File: src/rtl/imm_gen_pkg.sv
// rtl/imm_gen_pkg.sv - opcode and format-code constants for the immediate generator
package imm_gen_pkg;

    typedef logic [2:0] fmt_t;

    localparam logic [6:0] OP_IMM = 7'b0010011;
    localparam logic [6:0] LOAD   = 7'b0000011;
    localparam logic [6:0] JALR   = 7'b1100111;
    localparam logic [6:0] SYSTEM = 7'b1110011;
    localparam logic [6:0] STORE  = 7'b0100011;
    localparam logic [6:0] BRANCH = 7'b1100011;
    localparam logic [6:0] LUI    = 7'b0110111;
    localparam logic [6:0] AUIPC  = 7'b0010111;
    localparam logic [6:0] JAL    = 7'b1101111;
    localparam logic [6:0] OP     = 7'b0110011;

    localparam fmt_t FMT_R   = 3'd0;
    localparam fmt_t FMT_I   = 3'd1;
    localparam fmt_t FMT_S   = 3'd2;
    localparam fmt_t FMT_B   = 3'd3;
    localparam fmt_t FMT_U   = 3'd4;
    localparam fmt_t FMT_J   = 3'd5;
    localparam fmt_t FMT_ILL = 3'd7;

endpackage

File: src/rtl/imm_gen_pipe_decode.sv
// rtl/imm_gen_pipe_decode.sv - combinational instruction to immediate/format decoder
module imm_decode
    import imm_gen_pkg::*;
#(
    parameter int XLEN = 32
) (
    input  logic [31:0]     instr,
    output logic [XLEN-1:0] imm,
    output logic [2:0]      fmt,
    output logic            illegal
);

    // every format is first assembled as a 32-bit sign-extended value
    logic signed [31:0] imm32;

    // opcode decode; unknown opcodes and non-32-bit encodings fall through as illegal
    always_comb begin
        imm32   = '0;
        fmt     = FMT_ILL;
        illegal = 1'b1;
        if (instr[1:0] == 2'b11) begin
            case (instr[6:0])
                OP_IMM, LOAD, JALR, SYSTEM: begin
                    imm32   = {{20{instr[31]}}, instr[31:20]};
                    fmt     = FMT_I;
                    illegal = 1'b0;
                end
                STORE: begin
                    imm32   = {{20{instr[31]}}, instr[31:25], instr[11:7]};
                    fmt     = FMT_S;
                    illegal = 1'b0;
                end
                BRANCH: begin
                    imm32   = {{19{instr[31]}}, instr[31], instr[7], instr[30:25], instr[11:8], 1'b0};
                    fmt     = FMT_B;
                    illegal = 1'b0;
                end
                LUI, AUIPC: begin
                    imm32   = {instr[31:12], 12'b0};
                    fmt     = FMT_U;
                    illegal = 1'b0;
                end
                JAL: begin
                    imm32   = {{11{instr[31]}}, instr[31], instr[19:12], instr[20], instr[30:21], 1'b0};
                    fmt     = FMT_J;
                    illegal = 1'b0;
                end
                OP: begin
                    imm32   = '0;
                    fmt     = FMT_R;
                    illegal = 1'b0;
                end
                default: begin
                    imm32   = '0;
                    fmt     = FMT_ILL;
                    illegal = 1'b1;
                end
            endcase
        end
    end

    // widening a signed value replicates bit 31 up to XLEN
    assign imm = XLEN'(imm32);

endmodule

File: src/rtl/imm_gen_pipe.sv
// rtl/imm_gen_pipe.sv - buffered RISC-V immediate generator with result FIFO
module imm_gen_pipe
    import imm_gen_pkg::*;
#(
    parameter int XLEN  = 32,
    parameter int DEPTH = 4
) (
    input  logic                     clk,
    input  logic                     rst_n,
    input  logic                     flush,
    input  logic                     in_valid,
    output logic                     in_ready,
    input  logic [31:0]              in_instr,
    output logic                     out_valid,
    input  logic                     out_ready,
    output logic [XLEN-1:0]          out_imm,
    output logic [2:0]               out_fmt,
    output logic                     out_illegal,
    output logic [31:0]              out_instr,
    output logic [$clog2(DEPTH):0]   level
);

    localparam int AW = $clog2(DEPTH);
    localparam int LW = AW + 1;

    logic [XLEN-1:0] dec_imm;
    logic [2:0]      dec_fmt;
    logic            dec_illegal;

    logic [XLEN-1:0] imm_mem   [DEPTH];
    logic [2:0]      fmt_mem   [DEPTH];
    logic            ill_mem   [DEPTH];
    logic [31:0]     instr_mem [DEPTH];

    logic [AW-1:0] wr_ptr;
    logic [AW-1:0] rd_ptr;
    logic          push;
    logic          pop;

    imm_decode #(.XLEN(XLEN)) u_decode (
        .instr   (in_instr),
        .imm     (dec_imm),
        .fmt     (dec_fmt),
        .illegal (dec_illegal)
    );

    assign in_ready  = (level < LW'(DEPTH));
    assign out_valid = (level != '0);
    assign push      = in_valid && in_ready;
    assign pop       = out_valid && out_ready;

    // pointers and occupancy; reset beats flush, flush discards same-cycle traffic
    always_ff @(posedge clk) begin
        if (!rst_n) begin
            wr_ptr <= '0;
            rd_ptr <= '0;
            level  <= '0;
        end else if (flush) begin
            wr_ptr <= '0;
            rd_ptr <= '0;
            level  <= '0;
        end else begin
            if (push) begin
                wr_ptr <= wr_ptr + AW'(1);
            end
            if (pop) begin
                rd_ptr <= rd_ptr + AW'(1);
            end
            case ({push, pop})
                2'b10:   level <= level + LW'(1);
                2'b01:   level <= level - LW'(1);
                default: level <= level;
            endcase
        end
    end

    // capture the decoded result into the slot at the write pointer
    always_ff @(posedge clk) begin
        if (rst_n && !flush && push) begin
            imm_mem[wr_ptr]   <= dec_imm;
            fmt_mem[wr_ptr]   <= dec_fmt;
            ill_mem[wr_ptr]   <= dec_illegal;
            instr_mem[wr_ptr] <= in_instr;
        end
    end

    // head entry, forced to zero while empty so stale slots never leak out
    always_comb begin
        out_imm     = '0;
        out_fmt     = '0;
        out_illegal = 1'b0;
        out_instr   = '0;
        if (out_valid) begin
            out_imm     = imm_mem[rd_ptr];
            out_fmt     = fmt_mem[rd_ptr];
            out_illegal = ill_mem[rd_ptr];
            out_instr   = instr_mem[rd_ptr];
        end
    end

endmodule

File: config.mk
export PLATFORM = sky130hd
export DESIGN_NAME = imm_gen_pipe
export DESIGN_NICKNAME = d
export VERILOG_FILES = /design/src/rtl/imm_gen_pkg.sv /design/src/rtl/imm_gen_pipe_decode.sv /design/src/rtl/imm_gen_pipe.sv
export SDC_FILE = /design/constraint.sdc
export NUM_CORES = 1
export LEC_CHECK = 0
export BUFFER_PORTS_ARGS = -buffer_cell sky130_fd_sc_hd__buf_2
export CAP_MARGIN = 20
export CORE_UTILIZATION = 55
export DETAILED_ROUTE_END_ITERATION = 10
export PLACE_DENSITY_LB_ADDON = 0.12
export SLEW_MARGIN = 30
export SYNTH_ARGS = -nofsm -noshare
export SYNTH_HDL_FRONTEND = slang
export SYNTH_SLANG_ARGS = --single-unit
File: constraint.sdc
create_clock -name clk -period 3.8 [get_ports clk]
set_input_delay 0.38 -clock clk [delete_from_list [all_inputs] [get_ports clk]]
set_output_delay 0.38 -clock clk [all_outputs]
set_load 0.02 [all_outputs]
==> flow_summary.json, run 1 <==
{
  "cts_tree": "done",
  "dieArea_mm2": 0.0210,
  "finalSetupTns_ps": 0,
  "synthTopCellsByCount": "edfxtp_1, and2_1, mux4_2",
  "synth_cells": 555,
  "synthSimpleGateAreaFrac": 0.0622,
  "fin_crit_ps": 2920,
  "drive_gt1_frac": 0.344,
  "cp_data_required_time_ps": 3420,
  "grt_pass1_wl_um": 34400,
  "holdWs_ps": 82.1,
  "clk_path_buf_depth": 3,
  "yosysSeqAreaShare": 0.742,
  "hold_end": "instr_mem[3][15]",
  "end_kind": "primary output",
  "syn_area_per_cell_um2": 20.3,
  "ys.flop_type": "edfxtp_1",
  "r2r_setup_slack_ps": 1260,
  "die_h_um": 145,
  "synth_cell_types": 44,
  "outcome": "finished, final reports clean",
  "clk_latency_ps": 540,
  "gp_congestion": 0.756,
  "maxSlewHeadroom": 0.579,
  "placedCellCount": 909,
  "synth_edf_count": 272,
  "drv_slew": 0,
  "rsz0062_at_grt": "no",
  "num_vias": 5621,
  "reg2reg_from": "level[2]",
  "yosys-top-cells-area": "edfxtp_1, mux4_2, and2_1",
  "power.switching_uw": 1280,
  "detail_route.vias_per_cell": 5.85,
  "clk_pin_slew_worst_paths_ps": 60,
  "ir_drop_uv": 406,
  "grt_max_degree": 43,
  "hold_path_class": "in2reg",
  "synth.area.mux_share": 0.137,
  "area_growth_pct": 15.4,
  "routedWlPerCell_um": 22.7,
  "cts_hold_buf": 0,
  "finalSetupViolCount": 0,
  "synth_xor_area_frac": 0.00389,
  "fin_cells": 961,
  "totalWireLength_um": 21900,
  "place_ws_ps": 1270,
  "worst_slack_ps": 885,
  "r2r_end": "level[2]",
  "finalClockSkew_ps": 11.0,
  "cts-root-buf": "clkbuf_16",
  "finalNetCount": 718,
  "cts_buffers": 29,
  "yosys.area.top_type_share": 0.726,
  "worst_slew_pin_slew_ps": 631,
  "min_delay_path_depth": 1,
  "rows": 51,
  "grt_overflow": 0,
  "postCtsResizedCells": 0,
  "p_per_area_mw_per_mm2": 482,
  "p_clk_frac": 0.405,
  "cap_viol_max_count": 0,
  "p_int_uw": 4980,
  "numClockSinks": 281,
  "drc_errors": 0,
  "coreArea_mm2": 0.0198,
  "postRouteAntennaNets": 0,
  "start_util": 0.569,
  "min_period_over_period": 0.767,
  "leakage_uw": 0.00471,
  "startpoint_type": "register",
  "antenna_found_initial": 0,
  "ys_warn_count": 0,
  "p_comb_frac": 0.048,
  "hold_violations": 0,
  "drt_iter0_drc": 396,
  "synth_compound_area_frac": 0.0291,
  "crit_type": "reg2out",
  "synth_nets": 598,
  "synthAdderAreaFrac": 0.00734,
  "grt.total_usage": 0.216,
  "yosysTopAreaCell": "edfxtp_1",
  "synth_top_family_by_area": "multiplexers",
  "path_max_fanout": 24,
  "ys_seq_elements": 281,
  "arrival_ps": 2540,
  "grt_pass1_vias": 6001,
  "synth_most_common_cell": "edfxtp_1",
  "syn_area_mm2": 0.0113,
  "seqPwrFrac": 0.547,
  "dr.pass1.iters": 5,
  "htreeDepth": 1,
  "postCtsSetupRepairBufs": 0,
  "portBuffers": 109,
  "die_width_um": 145,
  "final_util": 0.656,
  "fmax_mhz": 343,
  "reg2regPathDepth": 8,
  "dp_hpwl_um": 13200,
  "io_pins": 110,
  "switching_share": 0.204,
  "postSynth.asyncResetShare": 0,
  "hold_start": "in_instr[15]"
}
metal layers:
layer,global-route usage,wire [um]
met5,0,0
met4,0.0474,330
met3,0.0371,1430
met2,0.361,10900
met1,0.301,9180
per-stage QoR:
stage | area, um2 | power [uW]
2_1_floorplan | 11300 | 3670
3_3_place_gp | 12100 | 3790
3_5_place_dp | 12100 | 3800
4_1_cts | 13000 | 6330
5_1_grt | 13000 | 6470
6_report | 13000 | 6260
logic make-up (layout without fill, tap and decap cells):
group / Yosys count / in the layout
mux: 69 / 69
compound gates: 40 / 40
buf+inv: 40 / 180
other cells: 0 / 1
xor+xnor: 5 / 5
simple gates: 114 / 114
flops: 281 / 281
fa+ha+maj: 6 / 6
cell type report:
class                           count  area, um2
Antenna cell                        1       2.50
Clock buffer                       37        756
Clock inverter                     14       95.1
Fill cell                        1346       6800
Inverter                           10       37.5
Multi-Input combinational cell    234       2720
Sequential cell                   281       8360
Tap cell                          265        332
Timing Repair Buffer              119        691
critical path, cell delays in order, from the launching register on:
cell	delay, ps
dfxtp_4	670
buf_4	420
mux4_2	550
and2_1	180
buf_2	160
power by group through the flow:
| stage | combinational [uW] | sequential, uW | clock [uW] |
|---|---|---|---|
| floorplan | 184 | 3490 | 0 |
| global placement | 298 | 3490 | 0 |
| detailed placement | 305 | 3490 | 0 |
| CTS | 307 | 3430 | 2590 |
| global route | 328 | 3430 | 2720 |
| finish | 302 | 3430 | 2540 |
state kept, by name, summed over array words and instances (netlist names), named ones only:
| signal | flops |
|---|---|
| imm_mem | 128 |
| instr_mem | 128 |
| fmt_mem | 12 |
| ill_mem | 4 |
| level | 3 |
| rd_ptr | 2 |
| wr_ptr | 2 |
worst max path at each step:
stage,start,slack [ps],endpoint,cells past startpoint
2_1_floorplan,level[2],950,fmt_mem[0][0],3
3_3_place_gp,level[2],1360,level[2],8
3_5_place_dp,level[2],1270,level[2],8
4_1_cts,register,790,out_instr[15],4
5_1_grt,register,710,out_instr[17],4
6_report,register,880,out_instr[15],4
cell usage in the layout (no fill, tap or decap), types with 3 or more instances in the layout:
cell type	instances
nor2b_1	8
buf_12	4
edfxtp_1	272
clkbuf_16	29
inv_1	10
o21ai_0	3
mux4_2	68
a21o_1	19
a22o_1	4
buf_2	109
buf_4	5
clkbuf_1	8
dfxtp_1	7
a21oi_1	4
nor2_1	12
and3_4	4
and2_1	69
nand2b_1	4
clkinv_1	8
ha_1	5
nand2_1	3
xor2_1	3
No activity file was read; power rests on OpenSTA's default activity.
==> run 2: changes to the inputs <==
Clock period 3.8 ns to 2.9 ns, I/O delays scaled along.
==> flow_summary.json, run 2 (synthesis gave the netlist of run 1 again) <==
{
  "num_vias": 5700,
  "power.switching_uw": 1730,
  "switching_share": 0.204,
  "htreeDepth": 1,
  "clk_pin_slew_worst_paths_ps": 60,
  "drt_iter0_drc": 377,
  "final_common_cell": "edfxtp_1",
  "hold_violations": 0,
  "start_util": 0.569,
  "maxSlewHeadroom": 0.538,
  "hold_path_class": "in2reg",
  "clk_latency_ps": 550,
  "dieArea_mm2": 0.0210,
  "fmax_mhz": 379,
  "gr-max-usage-layer": "met2",
  "postRouteAntennaNets": 0,
  "crit_type": "reg2out",
  "gr-usage-met1": 0.317,
  "rows": 51,
  "cts-root-buf": "clkbuf_16",
  "final_area_mm2": 0.0133,
  "coreArea_mm2": 0.0198,
  "portBuffers": 109,
  "leakage_uw": 0.00484,
  "worst_slew_pin_slew_ps": 693,
  "gp_congestion": 0.757,
  "cts_buffers": 29,
  "finalNetCount": 736,
  "grt_max_degree": 71,
  "totalWireLength_um": 22200,
  "drive_gt1_frac": 0.351,
  "cap_viol_max_count": 0,
  "place_ws_ps": 725,
  "num_antenna_cells": 0,
  "detail_route.vias_per_cell": 5.81,
  "cts_tree": "done",
  "layout_common_cells": "edfxtp_1, buf_2, and2_1, mux4_2, clkbuf_16",
  "ir_drop_uv": 519,
  "worst_slack_ps": 261,
  "fin_cells": 981,
  "startpoint_type": "register",
  "fin_crit_ps": 2640,
  "rsz0062_at_grt": "no",
  "die_width_um": 145,
  "finalSetupViolCount": 0,
  "drc_errors": 0,
  "dp_hpwl_um": 13300,
  "p_clk_frac": 0.423,
  "min_period_over_period": 0.910,
  "p_comb_frac": 0.049,
  "arrival_ps": 2350,
  "routedWlPerCell_um": 22.7,
  "path_buf_inv": 2,
  "outcome": "finished, final reports clean",
  "r2r_setup_slack_ps": 770,
  "top_regs": "imm_mem (128), instr_mem (128), fmt_mem (12)",
  "placed_area_mm2": 0.0122,
  "antenna_found_initial": 0,
  "critical-path-slowest-cell": "dfxtp_4",
  "grt_pass1_wl_um": 34500,
  "finalClockSkew_ps": 11.9,
  "cp_data_required_time_ps": 2610,
  "met2_usage": 0.348,
  "path_max_fanout": 15,
  "dr.pass1.iters": 5,
  "seqPwrFrac": 0.528,
  "finalSetupTns_ps": 0,
  "die_h_um": 145,
  "crit_chain": "buf_4 > mux4_2 > and2_1 > buf_2",
  "grt.total_usage": 0.218,
  "fillers": 1346,
  "grt_overflow": 0,
  "io_pins": 110,
  "grt_use_met3": 0.0384,
  "numClockSinks": 281,
  "clk_path_buf_depth": 3,
  "grt_pass1_vias": 5842,
  "end_kind": "primary output",
  "p_per_area_mw_per_mm2": 641,
  "holdWs_ps": 21.8,
  "drv_slew": 0,
  "worst_path_largest_cell_delay_ps": 560,
  "p_int_uw": 6770,
  "crit_family": "flip-flops",
  "area_growth_pct": 17.7,
  "placedCellCount": 913
}
==> run 2: cell types whose count changed in the layout (fill, tap and decap cells not counted), moves of 2 or more <==
cell	before	now
clkinv_2	2	7
dlygate4sd3_1	0	14
buf_12	4	7
buf_4	5	7
clkinv_1	8	3
bufinv_16	1	3
==> run 2: worst paths after layout <==
check / start / end / cells past startpoint
hold / removal: in_instr[8] / instr_mem[0][8] / 1
setup / recovery: register / out_instr[25] / 4
setup reg to reg: level[2] / level[2] / 8
hold reg to reg: rd_ptr[1] / register / 2
==> run 2: power groups by stage <==
stage | clock network (uW) | registers (uW) | logic, uW
4_1_cts | 3660 | 4490 | 424
5_1_grt | 3820 | 4490 | 451
3_3_place_gp | 0 | 4570 | 396
6_report | 3590 | 4490 | 419
3_5_place_dp | 0 | 4570 | 407
2_1_floorplan | 0 | 4570 | 241
==> run 2: metal layers <==
metal	vias to the layer above	routed length [um]	part of all wire
li1	2497	-	-
met1	3003	9720	0.44
met2	173	10900	0.49
met3	27	1270	0.057
met4	0	340	0.015
met5	-	0	0
==> run 2: what timing repair did <==
action | in CTS | in global routing
endpoints found under the setup margin | 0 | 0
hold buffers | 14 | 0
endpoints found under the hold margin | 49 | 0
gates resized for setup | 0 | 0
buffers inserted | 0 | 0
==> run 2: per-stage QoR <==
step	total power, uW	util
after floorplan	4810	-
after global placement	4970	0.616
after detailed placement	4980	0.616
after CTS	8570	0.670
after global routing	8760	0.670
final	8500	0.670
==> run 2: area by class of cell <==
class                      instances  area [um2]  area share
sequential                       281        8360       0.631
multi-input combinational        234        2720       0.205
timing repair buffer             137         878      0.0663
clock buffer                      38         769      0.0581
tap                              265         332      0.0250
clock inverter                    16         160      0.0121
inverter                          10        37.5     0.00283
